===== config.mk =====
export PLATFORM = sky130hd
export DESIGN_NAME = kpn_sink_module
export DESIGN_NICKNAME = d
export VERILOG_FILES = /design/src/rtl/kpn_pkg.sv /design/src/rtl/kpn_sink_module_bcd_add3_digit.sv /design/src/rtl/kpn_sink_module.sv
export SDC_FILE = /design/constraint.sdc
export NUM_CORES = 1
export LEC_CHECK = 0
export ABC_AREA = 1
export BUFFER_PORTS_ARGS = -buffer_cell sky130_fd_sc_hd__buf_2
export CORE_UTILIZATION = 41
export CTS_BUF_LIST = sky130_fd_sc_hd__clkbuf_2
export DETAILED_ROUTE_END_ITERATION = 6
export PLACE_DENSITY = 0.67
export SKIP_CTS_REPAIR_TIMING = 1
export SYNTH_ARGS = -nofsm -noshare
export SYNTH_HDL_FRONTEND = slang
export SYNTH_SLANG_ARGS = --single-unit

===== constraint.sdc =====
create_clock -name clk -period 2.7 [get_ports clk]
set_clock_uncertainty 0.15 [all_clocks]
set_input_delay 0.135 -clock clk [delete_from_list [all_inputs] [get_ports clk]]
set_output_delay 0.135 -clock clk [all_outputs]
set_load 0.005 [all_outputs]

===== src/rtl/kpn_pkg.sv =====
// Shared constants, state encoding and digit helper for the KPN sink.
package kpn_pkg;

  localparam int KPN_DATA_WIDTH = 16;
  localparam int KPN_BCD_DIGITS = 5;

  typedef enum logic [1:0] {
    IDLE    = 2'd0,
    CONVERT = 2'd1,
    DONE    = 2'd2,
    HOLD    = 2'd3
  } kpn_state_e;

  // Double-dabble correction: a digit that would reach >=10 after the shift is pre-adjusted.
  function automatic logic [3:0] bcd_add3(input logic [3:0] d);
    return (d >= 4'd5) ? (d + 4'd3) : d;
  endfunction

endpackage


===== src/rtl/kpn_sink_module_bcd_add3_digit.sv =====
// Combinational per-digit conditional +3 for the shift-add-3 converter.
// Zero latency; no flow control.
module bcd_add3_digit
  import kpn_pkg::*;
(
  input  logic [3:0] digit_in,
  output logic [3:0] digit_out
);

  assign digit_out = bcd_add3(digit_in);

endmodule


===== src/rtl/kpn_sink_module.sv =====
// KPN terminal consumer: pops one token when not empty, converts it to packed BCD in DATA_WIDTH cycles.
// rd-to-done latency DATA_WIDTH+1; no pop while busy, so the FIFO simply holds tokens until IDLE.
module kpn_sink_module
  import kpn_pkg::*;
#(
  parameter int DATA_WIDTH  = KPN_DATA_WIDTH,
  parameter int BCD_DIGITS  = KPN_BCD_DIGITS,
  parameter int HOLD_CYCLES = 0,
  parameter int CNT_WIDTH   = 8
) (
  input  logic                    clk,
  input  logic                    reset,
  input  logic                    empty,
  input  logic [DATA_WIDTH-1:0]   entry_1,
  output logic                    rd,
  output logic [4*BCD_DIGITS-1:0] bcd_number,
  output logic                    done,
  output logic                    busy,
  output logic [CNT_WIDTH-1:0]    token_count
);

  localparam int BW = 4 * BCD_DIGITS;
  localparam int IW = (DATA_WIDTH > 1) ? $clog2(DATA_WIDTH) : 1;
  localparam int HW = (HOLD_CYCLES > 1) ? $clog2(HOLD_CYCLES) : 1;
  localparam logic [IW-1:0] ITER_LAST = IW'(DATA_WIDTH - 1);
  localparam logic [HW-1:0] HOLD_LAST = HW'((HOLD_CYCLES > 0) ? (HOLD_CYCLES - 1) : 0);

  kpn_state_e            state_q, state_d;
  logic [DATA_WIDTH-1:0] bin_q, bin_d;
  logic [BW-1:0]         scr_q, scr_d;
  logic [IW-1:0]         iter_q, iter_d;
  logic [HW-1:0]         hold_q, hold_d;
  logic [BW-1:0]         bcd_q, bcd_d;
  logic [CNT_WIDTH-1:0]  cnt_q, cnt_d;
  logic [BW-1:0]         scr_adj;

  for (genvar i = 0; i < BCD_DIGITS; i++) begin : g_digit
    bcd_add3_digit u_add3 (
      .digit_in  (scr_q[4*i +: 4]),
      .digit_out (scr_adj[4*i +: 4])
    );
  end

  assign rd          = (state_q == IDLE) && !empty;
  assign done        = (state_q == DONE);
  assign busy        = (state_q != IDLE);
  assign bcd_number  = bcd_q;
  assign token_count = cnt_q;

  always_comb begin
    state_d = state_q;
    bin_d   = bin_q;
    scr_d   = scr_q;
    iter_d  = iter_q;
    hold_d  = hold_q;
    bcd_d   = bcd_q;
    cnt_d   = cnt_q;
    case (state_q)
      IDLE: begin
        if (!empty) begin
          bin_d   = entry_1;
          scr_d   = '0;
          iter_d  = '0;
          state_d = CONVERT;
        end
      end
      CONVERT: begin
        // Digits shifted out of the top are dropped, which truncates oversize values.
        {scr_d, bin_d} = {scr_adj, bin_q} << 1;
        iter_d = iter_q + IW'(1);
        if (iter_q == ITER_LAST) begin
          iter_d  = '0;
          state_d = DONE;
        end
      end
      DONE: begin
        bcd_d   = scr_q;
        cnt_d   = cnt_q + CNT_WIDTH'(1);
        hold_d  = '0;
        state_d = (HOLD_CYCLES > 0) ? HOLD : IDLE;
      end
      HOLD: begin
        if (hold_q == HOLD_LAST) begin
          hold_d  = '0;
          state_d = IDLE;
        end else begin
          hold_d = hold_q + HW'(1);
        end
      end
      default: state_d = IDLE;
    endcase
  end

  always_ff @(posedge clk or posedge reset) begin
    if (reset) begin
      state_q <= IDLE;
      bin_q   <= '0;
      scr_q   <= '0;
      iter_q  <= '0;
      hold_q  <= '0;
      bcd_q   <= '0;
      cnt_q   <= '0;
    end else begin
      state_q <= state_d;
      bin_q   <= bin_d;
      scr_q   <= scr_d;
      iter_q  <= iter_d;
      hold_q  <= hold_d;
      bcd_q   <= bcd_d;
      cnt_q   <= cnt_d;
    end
  end

endmodule


==> metrics.md <==
| Metric | Value |
|---|---|
| Status | complete, no violations |
| Worst Path Arrival | 1980 ps |
| Slowest stage delay, CP | 550 ps |
| # DRC | 0 |
| Fin crit share | 64.4% |
| Number of synthesized register bits | 70 |
| Worst Path Max Fanout | 3 |
| Crit-path cells | inv_2 > nand2_1 > nor2_1 > nand2_1 > dlygate4sd3_1 > o21ai_0 |
| Top post-synthesis cells by count | 138 x nand2_1, 70 x dfrtp_1, 60 x o21ai_0, 53 x inv_1, 29 x nand3_1 |
| Dpl hpwl | 4.45 mm |
| CTS max path bufs | 2 |
| First-pass GRT wire length | 10.9 mm |
| Gpl congestion | 0.859 |
| GRT overflow | 0 |
| P per Cell Area | 990 nW/µm² |
| Nature of the critical path startpoint | register |
| Mapped cell area | 3400 µm² |
| Fin. Hold Viols | 0 |
| Sequential-to-total area share from yosys stat | 51.5% |
| Average wire per standard cell | 11.2 µm |
| Fill count | 775 |
| TritonCTS Sinks | 70 |
| Antenna violations before repair | 0 |
| Dpl ws | 1030 ps |
| First-pass DRT Iterations | 5 |
| Worst VDD drop | 337 µV |
| Slew margin rel. | 52.5% |
| Leak pwr | 2.10 nW |
| TNS Setup | 0 ps |
| Post-layout minimum cycle time | 1740 ps |
| Largest net degree at the start of global routing | 42 |
| Max cap viols | 0 |
| Vias in the first global route | 2542 |
| RSZ-0062 raised after global routing | false |
| DP Cell Count | 558 |
| Final WL | 6.60 mm |
| Die area | 8660 µm² |
| Worst path most repeated cell | nand2_1 |
| Area grow syn2layout | 17.0% |
| Fin. max-slew vios | 0 |
| Worst slew pin tran | 711 ps |
| # H-tree levels | 3 |
| Port-buffer cells | 49 |
| Clk Latency, worst-skew pair | 470 ps |
| Post-synth EDFFs | 0 |
| Async set-reset flop share out of synthesis | 100% |
| Die Width | 93.1 µm |
| Top cell type's share of synthesized area | 51.5% |
| Most used DFF post-synth | dfrtp_1 |
| Setup violators final | 0 |
| YS warnings | 0 |
| Syn Nets | 449 |
| Core area | 7890 µm² |
| Final Non-Filler Cells | 590 |
| Synth Area per Inst | 8.13 µm² |
| Worst Setup End Kind | register |
| Layout cells sized above 1 | 15.0% |
| Syn Inst Count | 418 |
| Total Nets Final | 517 |
| Post-route ant nets | 0 |
| Via count | 2812 |
| Via density | 4.77 |
| HP Class | input port to asynchronous set/reset pin |
| TritonCTS clock tree | yes |
| Setup ws final | 961 ps |
| Site row count | 32 |
| Peak Freq | 575 MHz |
| Top cells by area, synth | dfrtp_1 52%, nand2_1 15%, o21ai_0 8.8% |
| Root Buffer | clkbuf_2 |
| Count leader, synth | nand2_1 |
| Initial Util | 43.1% |
| CP max stage cell | dlygate4sd3_1 |
| Synth unique cells | 21 |
| Diode count | 0 |
| CTS buffer count | 9 |
| Crit Path Category | register to register |
| Top Ports | 50 |
| Yosys top cell by area | dfrtp_1 |
| Worst-path clk slew | 180 ps |
| Critical path required time | 2940 ps |
| Total GRT Usage | 16.1% |
| Die Y | 93.1 µm |
| Iter 0 DRT Violations | 102 |
-- path summary, 6_finish.rpt --
| kind | start | endpoint | slack (ps) | depth (start not counted) |
|---|---|---|---|---|
| max in group asynchronous | reset | bin_q[14]$_DFFE_PP0P_ | 1600 | 4 |
| min in group clk | empty | state_q[0]$_DFFE_PP0P_ | 340 | 3 |
| hold / removal | reset | bcd_number[12]$_DFFE_PP0P_ | 150 | 3 |
| setup reg to reg | state_q[1]$_DFFE_PP0P_ | bin_q[0]$_DFFE_PP0P_ | 960 | 6 |
| setup / recovery | state_q[1]$_DFFE_PP0P_ | bin_q[0]$_DFFE_PP0P_ | 960 | 6 |
| hold reg to reg | bcd_number[16]$_DFFE_PP0P_ | bcd_number[16]$_DFFE_PP0P_ | 350 | 2 |
-- power by group --
group | internal, W | total, W | switching (W) | leakage, nW
logic | 0.000684 | 0.00176 | 0.00108 | 1.17
registers | 0.00147 | 0.00174 | 0.000266 | 0.876
clock network | 0.000106 | 0.000440 | 0.000334 | 0.0533
total | 0.00226 | 0.00394 | 0.00168 | 2.10
-- routing by layer --
metal | track usage, % | up-vias | part of all wire (%)
met3 | 4.07 | 6 | 2.6
met5 | 0 | - | 0
met1 | 20.5 | 1291 | 49
li1 | - | 1470 | -
met2 | 25.7 | 45 | 47
met4 | 7.69 | 0 | 1.4
-- cells by family (layout without fill, tap and decap cells) --
logic type / after synthesis / count (layout) / share of synthesized area, %
AO/OA/AOI/OAI: 75 / 75 / 11.4
AND/OR/NAND/NOR: 186 / 186 / 22.8
XOR/XNOR: 4 / 4 / 1.03
buffers and inverters: 71 / 141 / 8.76
flip-flops: 70 / 70 / 51.5
adder cells (fa/ha/maj): 12 / 12 / 4.42
-- placed cells by master (no fill, tap or decap) --
| cell | synthesis | final |
|---|---|---|
| a21oi_4 | 1 | 1 |
| nor2_1 | 5 | 5 |
| nand4_1 | 11 | 11 |
| o22ai_1 | 2 | 2 |
| clkbuf_2 | 0 | 10 |
| nand3b_1 | 1 | 1 |
| o21ai_0 | 60 | 60 |
| dlygate4sd3_1 | 0 | 19 |
| nand3_1 | 29 | 29 |
| buf_4 | 1 | 2 |
| xnor2_1 | 2 | 2 |
| nand2_2 | 1 | 1 |
| inv_2 | 4 | 5 |
| nor2_4 | 1 | 1 |
| o21ai_1 | 12 | 12 |
| nand2_1 | 138 | 138 |
| dfrtp_1 | 70 | 70 |
| xor2_1 | 2 | 2 |
| ha_1 | 12 | 12 |
| clkinv_2 | 0 | 3 |
| buf_12 | 0 | 1 |
| buf_2 | 10 | 49 |
| inv_1 | 53 | 52 |
-- cell type report --
type | count | area [µm²] | area share [%]
Clock buffer | 10 | 50.0 | 1.26
Clock inverter | 3 | 15.0 | 0.377
Inverter | 57 | 214 | 5.38
Multi-Input combinational cell | 277 | 1350 | 33.9
Sequential cell | 70 | 1750 | 44.0
Tap cell | 102 | 128 | 3.21
Timing Repair Buffer | 71 | 470 | 11.8
-- state kept, by name, summed over array words and instances, names as in the netlist --
register	cells
bcd_number	20
scr_q	20
bin_q	16
token_count	8
iter_q	4
state_q	2
-- metrics by stage --
stage               total power [W]  util [%]  hold WS, ps  area [µm²]
finish                      0.00394      50.4          146        3980
global route                0.00439      50.4          148        3980
CTS                         0.00396      48.0         -407        3790
detailed placement          0.00350      47.2          152        3720
global placement            0.00346      47.2          144        3720
floorplan                   0.00305         -         94.0        3400
-- critical path, delay by kind of cell, from the launching register on --
family          cells  cell delay [ps]
flops               1              460
buf+inv             2              660
simple gates        3              320
compound gates      1               70
Power figures use the tool's default switching activity.
